**src/rtl/uart_arb_pkg.sv**
```systemverilog
// Shared types and constants for the UART TX arbiter.
package uart_arb_pkg;

  localparam int unsigned BYTE_W = 8;
  localparam int unsigned CNT_W  = 8;

  typedef enum logic [1:0] {
    ST_IDLE    = 2'd0,
    ST_LOCK    = 2'd1,
    ST_GAP     = 2'd2,
    ST_RELEASE = 2'd3
  } arb_state_e;

  // Index width for a requester vector; at least one bit.
  function automatic int unsigned idx_width(input int unsigned n);
    return (n > 1) ? $clog2(n) : 1;
  endfunction

endpackage

```
**src/rtl/uart_tx_arbiter_rr_pick.sv**
```systemverilog
// Combinational round-robin picker: first set request at or after i_ptr, with wrap.
module rr_pick
  import uart_arb_pkg::*;
#(
  parameter  int unsigned NUM_REQ = 2,
  localparam int unsigned IDX_W   = idx_width(NUM_REQ)
) (
  input  logic [NUM_REQ-1:0] i_req,
  input  logic [IDX_W-1:0]   i_ptr,
  output logic               o_any_c,
  output logic [IDX_W-1:0]   o_winner_c
);

  logic [IDX_W-1:0] w_idx;

  // Scan from farthest to nearest so the closest candidate overwrites.
  always_comb begin
    o_any_c    = |i_req;
    o_winner_c = '0;
    w_idx      = '0;
    for (int k = int'(NUM_REQ) - 1; k >= 0; k--) begin
      w_idx = IDX_W'((int'(i_ptr) + k) % int'(NUM_REQ));
      if (i_req[w_idx]) o_winner_c = w_idx;
    end
  end

endmodule

```
**src/rtl/uart_tx_arbiter.sv**
```systemverilog
// Message-granular round-robin arbiter sharing one UART TX FIFO write port.
// Optional idle-grant timeout enabled by defining UART_ARB_TIMEOUT_EN.
module uart_tx_arbiter
  import uart_arb_pkg::*;
#(
  parameter int unsigned NUM_REQ        = 2,
  parameter int unsigned MAX_BURST      = 16,
  parameter int unsigned TIMEOUT_CYCLES = 360
) (
  input  logic                      clk,
  input  logic                      reset,
  input  logic [NUM_REQ-1:0]        i_req_valid,
  input  logic [BYTE_W*NUM_REQ-1:0] i_req_data,
  input  logic [NUM_REQ-1:0]        i_req_last,
  output logic [NUM_REQ-1:0]        o_req_ready,
  input  logic                      i_uart_full,
  output logic                      o_uart_write,
  output logic [BYTE_W-1:0]         o_uart_data,
  output logic [2:0]                o_grant_id,
  output logic                      o_busy,
  output logic                      o_burst_trunc
`ifdef UART_ARB_TIMEOUT_EN
  ,
  output logic                      o_timeout_flag
`endif
);

  localparam int unsigned    IDX_W    = idx_width(NUM_REQ);
  localparam logic [CNT_W-1:0] LAST_CNT = CNT_W'(MAX_BURST - 1);

  arb_state_e        r_state, w_state_nxt;
  logic [IDX_W-1:0]  r_grant, w_grant_nxt;
  logic [IDX_W-1:0]  r_rr_ptr, w_rr_ptr_nxt;
  logic [CNT_W-1:0]  r_count, w_count_nxt;
  logic              r_burst_trunc, w_trunc_nxt;
  logic              r_uart_write, w_write_nxt;
  logic [BYTE_W-1:0] r_uart_data, w_data_nxt;

  logic              w_any_c;
  logic [IDX_W-1:0]  w_winner_c;
  logic [BYTE_W-1:0] w_lanes [NUM_REQ];
  logic              w_xfer;
  logic              w_sel_last;

`ifdef UART_ARB_TIMEOUT_EN
  logic [31:0]       r_to_cnt, w_to_cnt_nxt;
  logic              r_timeout_flag, w_to_flag_nxt;
`else
  logic              w_unused_timeout;
  assign w_unused_timeout = ^32'(TIMEOUT_CYCLES);
`endif

  for (genvar i = 0; i < int'(NUM_REQ); i++) begin : g_lane
    assign w_lanes[i] = i_req_data[i*BYTE_W +: BYTE_W];
  end

  rr_pick #(
    .NUM_REQ (NUM_REQ)
  ) u_rr_pick (
    .i_req      (i_req_valid),
    .i_ptr      (r_rr_ptr),
    .o_any_c    (w_any_c),
    .o_winner_c (w_winner_c)
  );

  assign w_xfer     = i_req_valid[r_grant] & ~i_uart_full;
  assign w_sel_last = i_req_last[r_grant];

  // Next-state, datapath next values and the combinational ready vector.
  always_comb begin
    w_state_nxt  = r_state;
    w_grant_nxt  = r_grant;
    w_rr_ptr_nxt = r_rr_ptr;
    w_count_nxt  = r_count;
    w_trunc_nxt  = r_burst_trunc;
    w_write_nxt  = 1'b0;
    w_data_nxt   = r_uart_data;
    o_req_ready  = '0;
`ifdef UART_ARB_TIMEOUT_EN
    w_to_cnt_nxt  = '0;
    w_to_flag_nxt = r_timeout_flag;
`endif
    case (r_state)
      ST_IDLE: begin
        if (w_any_c) begin
          w_grant_nxt = w_winner_c;
          w_count_nxt = '0;
          w_state_nxt = ST_LOCK;
        end
      end
      ST_LOCK: begin
        o_req_ready[r_grant] = ~i_uart_full;
`ifdef UART_ARB_TIMEOUT_EN
        w_to_cnt_nxt = r_to_cnt + 32'd1;
`endif
        if (w_xfer) begin
          w_write_nxt = 1'b1;
          w_data_nxt  = w_lanes[r_grant];
          w_count_nxt = r_count + CNT_W'(1);
`ifdef UART_ARB_TIMEOUT_EN
          w_to_cnt_nxt = '0;
`endif
          if (w_sel_last || (r_count == LAST_CNT)) begin
            w_state_nxt = ST_RELEASE;
            if (!w_sel_last) w_trunc_nxt = 1'b1;
          end else begin
            w_state_nxt = ST_GAP;
          end
        end
`ifdef UART_ARB_TIMEOUT_EN
        else if (r_to_cnt >= 32'(TIMEOUT_CYCLES - 1)) begin
          w_state_nxt   = ST_RELEASE;
          w_to_flag_nxt = 1'b1;
        end
`endif
      end
      ST_GAP: begin
        // Enforced idle cycle covers the one-cycle lag of the FIFO full flag.
        w_state_nxt = ST_LOCK;
`ifdef UART_ARB_TIMEOUT_EN
        w_to_cnt_nxt = r_to_cnt + 32'd1;
`endif
      end
      ST_RELEASE: begin
        w_rr_ptr_nxt = (r_grant == IDX_W'(NUM_REQ - 1)) ? '0 : r_grant + IDX_W'(1);
        w_state_nxt  = ST_IDLE;
      end
      default: w_state_nxt = ST_IDLE;
    endcase
  end

  always_ff @(posedge clk) begin
    if (reset) begin
      r_state       <= ST_IDLE;
      r_grant       <= '0;
      r_rr_ptr      <= '0;
      r_count       <= '0;
      r_burst_trunc <= 1'b0;
      r_uart_write  <= 1'b0;
      r_uart_data   <= '0;
    end else begin
      r_state       <= w_state_nxt;
      r_grant       <= w_grant_nxt;
      r_rr_ptr      <= w_rr_ptr_nxt;
      r_count       <= w_count_nxt;
      r_burst_trunc <= w_trunc_nxt;
      r_uart_write  <= w_write_nxt;
      r_uart_data   <= w_data_nxt;
    end
  end

`ifdef UART_ARB_TIMEOUT_EN
  always_ff @(posedge clk) begin
    if (reset) begin
      r_to_cnt       <= '0;
      r_timeout_flag <= 1'b0;
    end else begin
      r_to_cnt       <= w_to_cnt_nxt;
      r_timeout_flag <= w_to_flag_nxt;
    end
  end

  assign o_timeout_flag = r_timeout_flag;
`endif

  assign o_uart_write  = r_uart_write;
  assign o_uart_data   = r_uart_data;
  assign o_grant_id    = 3'(r_grant);
  assign o_busy        = (r_state != ST_IDLE);
  assign o_burst_trunc = r_burst_trunc;

endmodule
```
**config.mk**
```make
export PLATFORM = sky130hd
export DESIGN_NAME = uart_tx_arbiter
export DESIGN_NICKNAME = d
export VERILOG_FILES = /design/src/rtl/uart_arb_pkg.sv /design/src/rtl/uart_tx_arbiter_rr_pick.sv /design/src/rtl/uart_tx_arbiter.sv
export SDC_FILE = /design/constraint.sdc
export NUM_CORES = 1
export LEC_CHECK = 0
export CAP_MARGIN = 20
export CORE_MARGIN = 10
export CORE_UTILIZATION = 55
export CTS_CLUSTER_SIZE = 8
export DETAILED_ROUTE_END_ITERATION = 7
export DONT_BUFFER_PORTS = 1
export PLACE_DENSITY = 0.73
export SKIP_CTS_REPAIR_TIMING = 1
export SYNTH_ARGS = -nofsm -noshare
export SYNTH_HDL_FRONTEND = slang
export SYNTH_HIERARCHICAL = 1
export SYNTH_SLANG_ARGS = --single-unit
```
**constraint.sdc**
```tcl
create_clock -name clk -period 1.55 [get_ports clk]
set_input_delay 0.155 -clock clk [delete_from_list [all_inputs] [get_ports clk]]
set_output_delay 0.155 -clock clk [all_outputs]
set_load 0.03 [all_outputs]
```
==> summary.txt <==
status: complete, no violations
die area: 4460 µm²
total gr overflow: 0
routed vias: 957
Clk Latency, worst-skew pair: 0.29 ns
DP Worst Slack: -0.01266 ns
final worst slack: 0.07974 ns
CP max FO: 8
CTS root buf: clkbuf_4
I/O pin count: 39
drt pass-1 iters: 4
share of post-route cells with drive strength above 1: 21.88%
Final Slew Violations: 0
largest net degree at the start of global routing: 20
Cell Pwr Density: 829.6 nW/µm²
Yosys reg bits: 22
cell taking the most area after synthesis: dfxtp_1
worst clock skew: 0.001270 ns
fraction of registers with async set/reset: 0%
internal power: 0.7522 mW
Post-synth EDFFs: 0
initial antenna violation count: 0
core region area: 2022 µm²
total CTS buffers: 3
ranking of synthesized cells by area: dfxtp_1 (37%), mux2i_1 (8.3%), a211oi_1 (5.0%)
Mean Syn Cell Area: 9.629 µm²
top-count cell post-synth: dfxtp_1
die width: 66.78 µm
Mapped Cells: 125
critical path arrival: 1.32 ns
# nets final: 154
Syn. warnings: 6
Clock Power Share: 23.9%
initial DRC count: 66
max cap viols: 0
GP Congestion: 0.7638
Final setup viols: 0
Hold WC Path Type: input pin to flop
clock transition at the registers of the reported paths: 0.12 ns
Die H: 66.78 µm
CTS max path bufs: 2
H-tree levels: 1
fin crit share: 94.86%
Sw Share: 29.03%
global-route wire length before repair: 4450 µm
Pleak: 0.4501 nW
Row Count: 16
Sequential Power Share: 59.3%
Psw: 0.3076 mW
Finished Core Util: 63.18%
Clock Sinks: 22
top cell type's share of synthesized area: 36.59%
critical path type: flop to output pin
RSZ-0062 raised after global routing: no
WL per Instance: 18.19 µm
routed wire length: 2820 µm
Syn-to-layout area delta: 6.133%
TritonCTS clock tree: done
CP Capture Type: output pin
Distinct cells, synth: 42
f_max: 0.6802 GHz
Peak VDD IR: 0.0007325 V
Netlist Area Pre-Place: 1204 µm²
ant diodes: 0
Main synth FF type: dfxtp_1
Overall Global Routing Usage: 12.57%
commonest cells in the netlist: dfxtp_1 (22), a21oi_1 (11), mux2i_1 (10)
Req. time, crit path: 1.39 ns
dpl hpwl: 2165 µm
remaining antenna violation count after routing: 0
Final Hold Viols: 0
port bufs: 0
Initial Util: 59.53%
sequential area share after synthesis: 36.59%
combinational share of power: 16.7%
vias in the first global route: 933
Residual DRC: 0
Min Clock Period, post-route: 1.470 ns
post-DR vias/cell: 6.174
crit start category: flop
## metrics by stage
step | hold WS [ns] | area [µm²] | TNS [ns] | instances | power [mW]
finish | 0.03426 | 1277 | 0 | 155 | 1.060
global route | 0.02246 | 1277 | 0 | 155 | 1.113
CTS | -0.08979 | 1249 | -0.7279 | 153 | 1.052
detailed placement | 0.2331 | 1226 | -0.01266 | 150 | 0.8091
global placement | 0.2303 | 1226 | 0 | 150 | 0.8028
floorplan | 0.3472 | 1207 | 0 | 126 | 0.7828
## power groups by stage
stage	logic (mW)	registers (mW)	clock network, mW
6_report	0.177	0.629	0.254
5_1_grt	0.193	0.633	0.287
4_1_cts	0.168	0.629	0.255
3_5_place_dp	0.167	0.642	0
3_3_place_gp	0.162	0.641	0
2_1_floorplan	0.148	0.634	0
## registers in the layout, indices dropped and copies added (netlist names)
name	count
r_grant	1
r_count	8
o_burst_trunc	1
r_state	2
o_uart_write	1
o_uart_data	8
r_rr_ptr	1
## layout by cell type (no fill, tap or decap), types with 2 or more instances in the layout
master	synthesis	routed
a21oi_1	11	11
buf_4	5	9
conb_1	1	2
clkbuf_4	0	3
a31oi_2	3	3
mux2i_1	10	10
nand3_1	2	2
nand2b_1	4	4
a211oi_1	8	8
a31oi_1	4	4
o211ai_2	2	2
and2_1	4	3
nand4_1	4	4
mux2_2	2	2
nor3b_1	4	4
inv_1	4	4
and3_1	2	2
nand2_1	5	5
nor2_1	2	2
dfxtp_1	22	20
## worst paths after layout
kind / startpoint / to / slack (ns) / cells past startpoint
min: reset / o_burst_trunc / 0.03 / 2
max: r_state[1] / o_req_ready[0] / 0.08 / 3
min reg2reg: r_state[0] / r_rr_ptr / 0.52 / 1
max reg2reg: r_state[1] / o_uart_data[2] / 0.09 / 4
## per-layer routing
| layer | up-vias | share of wire (%) | wire length [µm] | track usage [%] |
|---|---|---|---|---|
| li1 | 472 | - | - | - |
| met1 | 447 | 39 | 1112 | 13.92 |
| met2 | 36 | 49 | 1392 | 20.38 |
| met3 | 2 | 10 | 293 | 6.522 |
| met4 | 0 | 0.74 | 21 | 3.665 |
| met5 | - | 0 | 0 | 0 |
## worst max-delay path: stages, from the launching register on
cell and delay, ns:
dfxtp_2 0.39, nor3b_4 0.28, nor2b_1 0.17, buf_4 0.17
## logic make-up (layout without fill, tap and decap cells)
| kind of cell | count (synthesis) | in the layout | synth area share (%) |
|---|---|---|---|
| and+or+nand+nor | 36 | 36 | 19.96 |
| muxes | 13 | 13 | 11.43 |
| DFF | 22 | 22 | 36.59 |
| adders and majority gates | 1 | 1 | 1.039 |
| buffers and inverters | 16 | 18 | 8.107 |
| AOI/OAI and AO/OA | 36 | 36 | 22.56 |
| other | 1 | 2 | 0.3116 |
## final cells by class
class / instances / area (µm²)
timing repair buffer: 11 / 88.84
sequential: 22 / 445.4
inverter: 4 / 15.01
clock buffer: 3 / 22.52
tap: 27 / 33.78
fill: 180 / 744.5
multi-input combinational: 88 / 671.9
No activity file was read; power rests on OpenSTA's default activity.
